<file path="src/rtl/pixel_stream_tx_if.sv">
// Frame-buffer read port plus outgoing 8-bit pixel stream of pixel_stream_tx.
// master = transmitter side, slave = frame buffer / downstream consumer side.
interface pixel_stream_tx_if #(
  parameter int ADDR_W = 19
);
  logic              mem_rd;
  logic [ADDR_W-1:0] mem_addr;
  logic [7:0]        mem_data;
  logic [7:0]        data_out;
  logic              data_out_en;
  logic              sof;
  logic              eol;

  modport master (
    output mem_rd, mem_addr, data_out, data_out_en, sof, eol,
    input  mem_data
  );

  modport slave (
    input  mem_rd, mem_addr, data_out, data_out_en, sof, eol,
    output mem_data
  );
endinterface

</file>
<file path="src/rtl/pixel_stream_tx.sv">
// Raster pixel-stream transmitter: reads an IMG_W x IMG_H frame and emits line bursts with H/V blanking.
// Define PIXEL_TX_TEST_PATTERN_EN to replace frame-buffer reads with an (x+y) ramp pattern.
module pixel_stream_tx #(
  parameter int IMG_W  = 640,
  parameter int IMG_H  = 480,
  parameter int HBLANK = 16,
  parameter int VBLANK = 64,
  parameter int ADDR_W = 19,
  parameter int RD_LAT = 1
) (
  input  logic               clk,
  input  logic               rst_n,
  input  logic               start,
  output logic               busy,
  output logic               frame_done,
  pixel_stream_tx_if.master  bus
);
  localparam int X_W    = $clog2(IMG_W);
  localparam int Y_W    = $clog2(IMG_H);
  localparam int BL_MAX = (HBLANK > VBLANK) ? HBLANK : VBLANK;
  localparam int B_W    = $clog2(BL_MAX + 1);

  typedef enum logic [1:0] {S_IDLE, S_ACTIVE, S_HBLANK, S_VBLANK} state_t;

  state_t            state;
  logic [X_W-1:0]    x;
  logic [Y_W-1:0]    y;
  logic [B_W-1:0]    bcnt;
  logic              rd_int;
  logic [ADDR_W-1:0] addr;
  logic [RD_LAT-1:0] rd_pipe, sof_pipe, eol_pipe;
  logic              last_x, last_y, sof_tag, eol_tag;
  logic [7:0]        pix_src;

  assign last_x  = (x == X_W'(IMG_W - 1));
  assign last_y  = (y == Y_W'(IMG_H - 1));
  assign sof_tag = rd_int && (x == '0) && (y == '0);
  assign eol_tag = rd_int && last_x;
  assign bus.mem_addr = addr;

  always_ff @(posedge clk or negedge rst_n) begin
    if (!rst_n) begin
      state      <= S_IDLE;
      x          <= '0;
      y          <= '0;
      bcnt       <= '0;
      rd_int     <= 1'b0;
      addr       <= '0;
      busy       <= 1'b0;
      frame_done <= 1'b0;
    end else begin
      case (state)
        S_IDLE: begin
          if (start) begin
            state  <= S_ACTIVE;
            busy   <= 1'b1;
            rd_int <= 1'b1;
            addr   <= '0;
            x      <= '0;
            y      <= '0;
          end
        end
        S_ACTIVE: begin
          if (!last_x) begin
            x    <= x + 1'b1;
            addr <= addr + 1'b1;
          end else if (!last_y) begin
            if (HBLANK == 0) begin
              x    <= '0;
              y    <= y + 1'b1;
              addr <= addr + 1'b1;
            end else begin
              state  <= S_HBLANK;
              rd_int <= 1'b0;
              bcnt   <= '0;
            end
          end else begin
            state      <= S_VBLANK;
            rd_int     <= 1'b0;
            bcnt       <= '0;
            frame_done <= (VBLANK == 1);
          end
        end
        S_HBLANK: begin
          if (bcnt == B_W'(HBLANK - 1)) begin
            state  <= S_ACTIVE;
            rd_int <= 1'b1;
            addr   <= addr + 1'b1;
            x      <= '0;
            y      <= y + 1'b1;
          end else begin
            bcnt <= bcnt + 1'b1;
          end
        end
        S_VBLANK: begin
          if (bcnt == B_W'(VBLANK - 1)) begin
            frame_done <= 1'b0;
            // The frame_done cycle doubles as the IDLE sample point so a held start chains frames with no gap.
            if (start) begin
              state  <= S_ACTIVE;
              rd_int <= 1'b1;
              addr   <= '0;
              x      <= '0;
              y      <= '0;
            end else begin
              state <= S_IDLE;
              busy  <= 1'b0;
            end
          end else begin
            bcnt       <= bcnt + 1'b1;
            frame_done <= (bcnt == B_W'(VBLANK - 2));
          end
        end
        default: state <= S_IDLE;
      endcase
    end
  end

`ifdef PIXEL_TX_TEST_PATTERN_EN
  logic [7:0] pat_pipe [RD_LAT];
  logic       unused_mem_data;

  assign bus.mem_rd      = 1'b0;
  assign unused_mem_data = ^bus.mem_data;
  assign pix_src         = pat_pipe[RD_LAT-1];

  always_ff @(posedge clk or negedge rst_n) begin
    if (!rst_n) begin
      for (int unsigned i = 0; i < RD_LAT; i++) pat_pipe[i] <= '0;
    end else begin
      pat_pipe[0] <= 8'(x) + 8'(y);
      for (int unsigned i = 1; i < RD_LAT; i++) pat_pipe[i] <= pat_pipe[i-1];
    end
  end
`else
  assign bus.mem_rd = rd_int;
  assign pix_src    = bus.mem_data;
`endif

  // Tags travel alongside the read so they line up with returned data; data is then registered once.
  always_ff @(posedge clk or negedge rst_n) begin
    if (!rst_n) begin
      rd_pipe         <= '0;
      sof_pipe        <= '0;
      eol_pipe        <= '0;
      bus.data_out_en <= 1'b0;
      bus.sof         <= 1'b0;
      bus.eol         <= 1'b0;
      bus.data_out    <= '0;
    end else begin
      rd_pipe[0]  <= rd_int;
      sof_pipe[0] <= sof_tag;
      eol_pipe[0] <= eol_tag;
      for (int unsigned i = 1; i < RD_LAT; i++) begin
        rd_pipe[i]  <= rd_pipe[i-1];
        sof_pipe[i] <= sof_pipe[i-1];
        eol_pipe[i] <= eol_pipe[i-1];
      end
      bus.data_out_en <= rd_pipe[RD_LAT-1];
      bus.sof         <= sof_pipe[RD_LAT-1];
      bus.eol         <= eol_pipe[RD_LAT-1];
      if (rd_pipe[RD_LAT-1]) bus.data_out <= pix_src;
    end
  end
endmodule

</file>
<file path="src/flat_wrapper.sv">
// flat-port wrapper written by rule: the top's interface ports become plain ports
module pixel_stream_tx_flat 
#(
  parameter int IMG_W  = 640,
  parameter int IMG_H  = 480,
  parameter int HBLANK = 16,
  parameter int VBLANK = 64,
  parameter int ADDR_W = 19,
  parameter int RD_LAT = 1
)
  (clk, rst_n, start, busy, frame_done, bus_mem_rd, bus_mem_addr, bus_data_out, bus_data_out_en, bus_sof, bus_eol, bus_mem_data);
  pixel_stream_tx_if #(.ADDR_W(ADDR_W)) bus_i ();
  input  logic clk;
  input  logic rst_n;
  input  logic start;
  output logic busy;
  output logic frame_done;
  output wire logic [$bits(bus_i.mem_rd)-1:0] bus_mem_rd;
  output wire logic [$bits(bus_i.mem_addr)-1:0] bus_mem_addr;
  output wire logic [$bits(bus_i.data_out)-1:0] bus_data_out;
  output wire logic [$bits(bus_i.data_out_en)-1:0] bus_data_out_en;
  output wire logic [$bits(bus_i.sof)-1:0] bus_sof;
  output wire logic [$bits(bus_i.eol)-1:0] bus_eol;
  input wire logic [$bits(bus_i.mem_data)-1:0] bus_mem_data;
  assign bus_mem_rd = bus_i.mem_rd;
  assign bus_mem_addr = bus_i.mem_addr;
  assign bus_data_out = bus_i.data_out;
  assign bus_data_out_en = bus_i.data_out_en;
  assign bus_sof = bus_i.sof;
  assign bus_eol = bus_i.eol;
  assign bus_i.mem_data = bus_mem_data;
  pixel_stream_tx #(.IMG_W(IMG_W), .IMG_H(IMG_H), .HBLANK(HBLANK), .VBLANK(VBLANK), .ADDR_W(ADDR_W), .RD_LAT(RD_LAT)) u_core (.clk(clk), .rst_n(rst_n), .start(start), .busy(busy), .frame_done(frame_done), .bus(bus_i));
endmodule
</file>
<file path="config.mk">
export PLATFORM = sky130hd
export DESIGN_NAME = pixel_stream_tx_flat
export DESIGN_NICKNAME = d
export VERILOG_FILES = /design/src/rtl/pixel_stream_tx_if.sv /design/src/rtl/pixel_stream_tx.sv /design/src/flat_wrapper.sv
export SDC_FILE = /design/constraint.sdc
export NUM_CORES = 1
export LEC_CHECK = 0
export ABC_AREA = 1
export CAP_MARGIN = 25
export CORE_UTILIZATION = 60
export DETAILED_ROUTE_END_ITERATION = 8
export MAX_ROUTING_LAYER = met4
export PLACE_DENSITY = 0.91
export SETUP_SLACK_MARGIN = 0.4
export SYNTH_ARGS = -nofsm -noshare
export SYNTH_HDL_FRONTEND = slang
export SYNTH_SLANG_ARGS = --single-unit
</file>
<file path="constraint.sdc">
create_clock -name clk -period 5 [get_ports clk]
set_input_delay 1 -clock clk [delete_from_list [all_inputs] [get_ports clk]]
set_output_delay 1 -clock clk [all_outputs]
set_load 0.02 [all_outputs]
</file>
==> results of run 1 <==
## power breakdown
| group | leakage (nW) | switching [W] | total, W | internal [W] |
|---|---|---|---|---|
| Sequential | 0.856 | 0.0000843 | 0.000691 | 0.000607 |
| Clock | 0.108 | 0.000193 | 0.000487 | 0.000294 |
| Combinational | 0.991 | 0.000539 | 0.000814 | 0.000275 |
| Total | 1.95 | 0.000816 | 0.00199 | 0.00118 |
## cells by family (layout without fill, tap and decap cells)
logic type                 after synthesis  in the layout
AOI/OAI and AO/OA                       51             51
adders and majority gates               11             11
muxes                                    8              8
and+or+nand+nor                        304            304
buffers and inverters                   66            113
xor gates and xnor gates                 6              6
DFF                                     64             64
## critical path: stages
cell and delay, ns:
clkdlybuf4s50_1 0.54, or2_2 0.15, nand4_1 0.72, o21ai_0 0.44
## final cells by class
cell class / count / share of cell area (%)
clock buffer: 13 / 3.369
clock inverter: 3 / 1.472
inverter: 53 / 4.502
multi-input combinational: 380 / 42.50
sequential: 64 / 36.24
tap: 75 / 2.123
timing repair buffer: 44 / 9.796
## worst min-delay path by stage
stage                     from        endpoint  cells after the start
2_1_floorplan  u_core.eol_pipe  u_core.bus.eol                      0
3_3_place_gp   u_core.eol_pipe  u_core.bus.eol                      0
3_5_place_dp   u_core.eol_pipe  u_core.bus.eol                      0
4_1_cts        u_core.eol_pipe  u_core.bus.eol                      0
5_1_grt        u_core.eol_pipe  u_core.bus.eol                      0
6_report       u_core.eol_pipe  u_core.bus.eol                      0
## per-layer routing
layer  vias to the layer above  routed length, µm  track usage (%)
met4                         0                158            13.39
met2                       123               4007            47.48
met3                        19                522            7.303
met5                         -                  0                -
met1                      1645               3574            33.84
li1                       1724                  -                -
## cell usage in the layout, fill, tap and decap left out, types with 9 or more instances in the layout
| cell type | Yosys | layout |
|---|---|---|
| inv_1 | 49 | 49 |
| nand2_1 | 156 | 156 |
| clkdlybuf4s50_1 | 0 | 42 |
| dfrtp_1 | 64 | 64 |
| nand3_1 | 50 | 50 |
| nor2_1 | 60 | 60 |
| ha_1 | 11 | 11 |
| nand4_1 | 11 | 11 |
| o21ai_1 | 19 | 19 |
| clkbuf_8 | 0 | 10 |
| nor3_1 | 9 | 9 |
| o21ai_0 | 22 | 22 |
## state kept, by name (all words and copies together), names as in the netlist, 2 cells and up
name,flops
u_core.y,9
u_core.x,10
u_core.bcnt,7
u_core.state,2
u_core.bus.data_out,8
u_core.bus.mem_addr,19
## metrics by stage
step	setup WS [ns]	std cells	util, %
2_1_floorplan	3.215	510	-
3_3_place_gp	2.150	616	70.20
3_5_place_dp	2.089	616	70.20
4_1_cts	2.404	632	73.77
5_1_grt	2.171	632	73.77
6_report	2.395	632	73.77
==> run summary, run 1 <==
The flow ran to the end, and the final reports show no timing, DRC or antenna violations. The worst-path maximum fanout came out at 22. The most used standard cell by instance count after synthesis is nand2_1. The nature of the critical path startpoint is a primary input. The number of nets in the synthesized netlist came out at 532. The final critical-path share of the clock period is 52.10%. The number of buffers inserted by hold repair at cts came out at 0. The final design area excluding fillers is 0.004419 mm².

The area of the multi-input gates came out at 0.001878 mm². The height of the chip is 81.04 µm. The worst setup path is captured at a register.

Input and output buffers added on the ports amount to 43. The depth of the most critical reg-to-reg path came out at 5. The gate count after technology mapping is 510. The launching instance or port of the critical path is start. The main combinational cell family by area after synthesis is simple AND/OR/NAND/NOR gates. In this run the tightest slew margin relative to its limit is 39.16%.

The arrival time at the worst endpoint came out at 2.84 ns. The repair_antennas step left the layout with diodes totalling 0. In this run the critical register-to-register path is launched from u_core.state[0]. The number of hold violations in the final report came to 0. The average detailed-routed wire length per instance is 13.07 µm. The fmax is 383.8 MHz. The number of warnings issued by yosys is 0. Clock-pin slew was measured on the worst setup and hold paths at 0.06 ns. The number of global-route vias before repair is 3387.

The critical path ends at u_core.bus.mem_addr[4]. The post-synthesis mux area share came out at 2.403%. The number of design-rule violations left by the first detailed-router iteration came out at 282.

Summing the areas of all compound-gate instances in the mapped netlist gives 7.210% of the synthesized area. The endpoint of the lowest-slack register-to-register path is u_core.bus.mem_addr[4]. The area growth from synthesis to final layout is 17.89%. The worst clock skew is 0.01059 ns.

The peak supply drop came out at 334.0 µV. The worst path required time came out at 5.24 ns. TritonCTS built the clock tree. The number of buffers created by CTS is 9. The register-to-register setup slack is 2.40 ns. The area fraction in and, or, nand and nor cells after synthesis is 35.41%. The number of search-and-repair iterations in the first detailed-routing pass is 5. The critical path is of the in -> reg type. The share of final-layout standard cells stronger than drive strength 1 came out at 6.643%.

The core outline area came out at 0.005991 mm². The final weighted congestion of routability-driven global placement is 0.9033. Yosys attributes the largest share of cell area to dfrtp_1 43%, nand2_1 16%, nand3_1 6.7%.

Setup repair after global routing left no endpoint under its margin. The flip-flop cell with the highest count after synthesis is dfrtp_1. The worst hold margin is 0.3603 ns. After filler insertion, the fill cell instance count of the layout stands at 453. The min-delay analysis places its worst path in the category reg -> reg. The first global-routing pass estimated 14.27 mm of wire. The number of antenna violations at the first check in global routing is 0. The number of max-slew violations in the final report is 0. The clock latency on the worst-skew pair came out at 0.35 ns. The total of max-cap violations came out at 0. The number of setup violations in the final report came out at 0.

The initial core utilization is 62.57%. The via density per instance came out at 5.555. The setup TNS after final layout is 0 ns.

The total routed wirelength is 8.263 mm. The sequential area share after synthesis came out at 42.72%. The number of sinks driven by the clock tree came out at 64. The top-area cell type share of the netlist area came out at 42.72%. After detailed placement, the total cell area comes to 0.004205 mm². The xor and xnor fraction of the mapped netlist area came out at 1.402%. The worst-margin pin slew came out at 0.9099 ns. The fraction of synthesis flops using an asynchronous set or reset pin is 100.0%. The fraction of the mapped netlist area in adder cells came out at 3.672%. The HPWL after detailed placement is 5.878 mm. In the final design database the tool counted 574 nets. The worst path in the final design needs a cycle of 2.605 ns, including I/O delays and setup. The synthesized design contains 0 enable-type register cells. For this run, the total global-route usage over all layers was measured as 29.16%. Summed over all instances, the cell type with the most area after synthesis is dfrtp_1.

The site row count is 28. After synthesis, the most frequently instantiated cells are 156 x nand2_1, 64 x dfrtp_1, 60 x nor2_1, 50 x nand3_1, 49 x inv_1. The footprint of the flip-flops and latches is 0.001602 mm². The post-synthesis cell type count is 29.

The mean area per synthesized cell came out at 7.350 µm². For this run, design rule violations remaining after detail routing come to 0. The area enclosed by the die boundary is 0.006567 mm². The width of the die is 81.04 µm.

The total power after layout came out at 0.001992 W. The maximum clock insertion buffer count is 2. The total global routing overflow came out at 0. The number of buffers inserted to repair setup after CTS came out at 0. CTS built an H-tree with a depth of 3.

The clock root buffer master is clkbuf_8. The leakage power total is 1.954 nW. For this design the top-level I/O count stands at 44. The number of storage elements in the synthesis netlist came out at 64. The cell area that synthesis handed to floorplanning was 0.003749 mm².

The number of vias after detailed routing came out at 3511. The largest net degree at the start of global routing is 65. The post-cts gate resize count is 0. Once detail routing completed, the nets flagged for antenna violations numbered 0. The power density over the cells is 450.8 mW/mm².
Power figures use the tool's default switching activity.
==> run 2: changes to the inputs <==
CORE_UTILIZATION = 51   (was 60)
PLACE_DENSITY = 0.83   (was 0.91)
clock period = 2.24 ns   (was 5 ns; I/O delays follow)
==> run 2 against run 1 <==
Worst setup slack worse by 2.0 ns. Final area increased by 3.4%. Hold slack got worse by 0.26 ns. Combinational power grew to 2.6 times the previous value. Total power grew 140%. Clock power grew 130%. Highest routed layer unchanged. Non-clock buffer count up 10. Largest cell class unchanged. Sequential share of layout area down 1.1 points. First-iteration DRC count fell by 3.5%.
==> run summary, run 2 (synthesized netlist as in run 1, its figures left out) <==
The number of buffers inserted by hold repair at cts is 0. The total routed wirelength is 8.504 mm. Detailed placement finished with a half-perimeter wire length of 6.003 mm. The number of global-route vias before repair was 3291. The flip-flop count of the largest register after layout is 19. The via density per instance is 5.252. The port buffer count is 43. Setup violations remaining at the end of the flow were counted as 0. The worst-margin pin slew came out at 0.4903 ns.

The setup TNS after final layout is 0 ns. The nature of the critical path startpoint is a register. In the final routed layout, each cell accounts on average for 12.83 µm. The initial core utilization is 53.98%. The root buffer cell chosen for the clock tree is clkbuf_8. The tightest slew margin relative to the limit came out at 67.32%.

The fraction of the core area covered by cells at the end of the flow is 65.82%. The fill cell instance count of the final layout came out at 595. Of the available clock period, the critical path in the final layout requires 80.40%. Static timing analysis puts the maximum clock frequency at 555.2 MHz. TritonCTS built the clock tree. The total power after layout is 0.004742 W. The final weighted congestion of routability-driven global placement is 0.9266. The register clock-pin slew on the reported worst setup and hold paths is 0.07 ns. The worst setup path is captured at an output pin. The peak supply drop came out at 555.4 µV. For this design the static power due to leakage is 2.128 nW. The number of buffers created by CTS came out at 9. The clock latency on the worst-skew pair came out at 0.35 ns. The global-route wire length before repair came out at 14.50 mm.

The tightest min-delay check is of the in -> async type. The antenna violation net count after detailed routing came out at 0. Cells with a size suffix above 1 make up 10.93% of the layout. The worst clock skew came out at 0.007393 ns. The final layout net count is 585. The maximum clock insertion buffer count came out at 2.

The I/O pin total came out at 44. Setup repair after global routing could not meet its margin everywhere. Subtracting the final worst setup slack from the clock period gives 1.801 ns.

The area enclosed by the die boundary is 0.007697 mm². For this run the aggregate overflow at the end of global routing stands at 0. The largest stage delay on the critical path came out at 0.64 ns. For the worst setup path, the data arrival time is 1.35 ns. The worst-path maximum fanout came out at 3. The number of hold violations in the final report came out at 0. The power density over the cells is 1037 mW/mm². The library cell used most frequently in the layout, excluding fill and tap cells, is nand2_1. The number of max-slew violations in the final report is 0. The flow ran to the end, and the final reports show no timing, DRC or antenna violations. The height of the chip came out at 87.74 µm. The number of antenna violations at the first check in global routing came out at 0.

The clock net in this run drives a total of 64 sinks. The total of max-cap violations came out at 0. The top cell types in the final layout, fill and taps aside, are 154 x nand2_1, 61 x dfrtp_1, 57 x nor2_1. The width of the die came out at 87.74 µm. The first detailed-routing pass ran for 4 iterations.

The number of design-rule violations left by the first detailed-router iteration came out at 272. STA puts the critical path data required time at 1.79 ns. For this design, the slowest cell found on the critical path is clkdlybuf4s50_1. Hold is met by 0.1043 ns.

The number of vias after detailed routing came out at 3482. Traced cell by cell, the critical path runs through clkdlybuf4s50_1. The residual DRC count came out at 0.

The number of buffer and inverter stages on the critical path came out at 1. The floorplan has 30 rows. The largest net degree at the start of global routing is 39. The overall track demand over capacity in global routing came out at 25.12%. The setup path with the least slack is of type reg -> out. The core outline area came out at 0.006944 mm². The kind of cell with the highest combined delay along the critical path is buffers and inverters.

The area growth from synthesis to final layout is 21.93%. The H-tree level count came out at 3. The repair_antennas step left the layout with diodes totalling 0.
## run 2: cell types whose count changed in the layout (fill, tap and decap cells not counted), sizes merged
| cell | change |
|---|---|
| clkdlybuf4s50 | -19 |
| dlygate4sd2 | +16 |
| buf | +10 |
| clkbuf | -3 |
| clkinvlp | +3 |
| dlymetal6s2s | +3 |
## run 2: path summary, 6_finish.rpt
check | start | end | slack (ns) | depth (start not counted)
max | u_core.busy | busy | 0.44 | 1
min | rst_n | u_core.bus.data_out[4] | 0.10 | 2
max reg2reg | u_core.state[0] | u_core.bus.mem_addr[7] | 0.49 | 8
min reg2reg | u_core.sof_pipe | u_core.bus.sof | 0.35 | 0
max in group asynchronous | rst_n | u_core.bus.mem_addr[0] | 1.71 | 2
min in group clk | u_core.sof_pipe | u_core.bus.sof | 0.35 | 0
## run 2: metal layers
| metal | global-route usage (%) | share of wire (%) |
|---|---|---|
| met2 | 40.59 | 48 |
| met5 | - | 0 |
| met1 | 30.61 | 45 |
| met3 | 4.524 | 5.2 |
| met4 | 11.33 | 2.0 |
## run 2: through the flow
step	area (µm²)	instances	worst slack, ns
4_1_cts	4468	656	0.4055
5_1_grt	4571	663	0.3430
3_5_place_dp	4262	641	0.3094
6_report	4571	663	0.4390
2_1_floorplan	3749	510	0.5894
3_3_place_gp	4262	641	0.3892
## run 2: timing repair
item / 4_1_cts / 5_1_grt
endpoints found under the setup margin: 32 / 37
setup buffers: 0 / 6
pin swaps: 0 / 2
gates cloned: 0 / 1
resized for setup: 19 / 17
## run 2: final cells by class
class                      instances  area, µm²  area share (%)
clock inverter                     5      81.33           1.779
timing repair inverter             1      5.005          0.1095
clock buffer                      10      137.6           3.011
inverter                          53      202.7           4.435
timing repair buffer              54      503.0           11.00
tap                               96      120.1           2.628
sequential                        64       1605           35.12
multi-input combinational        380       1916           41.91
## run 2: power by group
group          total [W]  switching, W  leakage, nW  internal [W]
logic            0.00208       0.00129         1.17      0.000794
clock network    0.00111      0.000456        0.108      0.000650
registers        0.00156      0.000195        0.852       0.00136
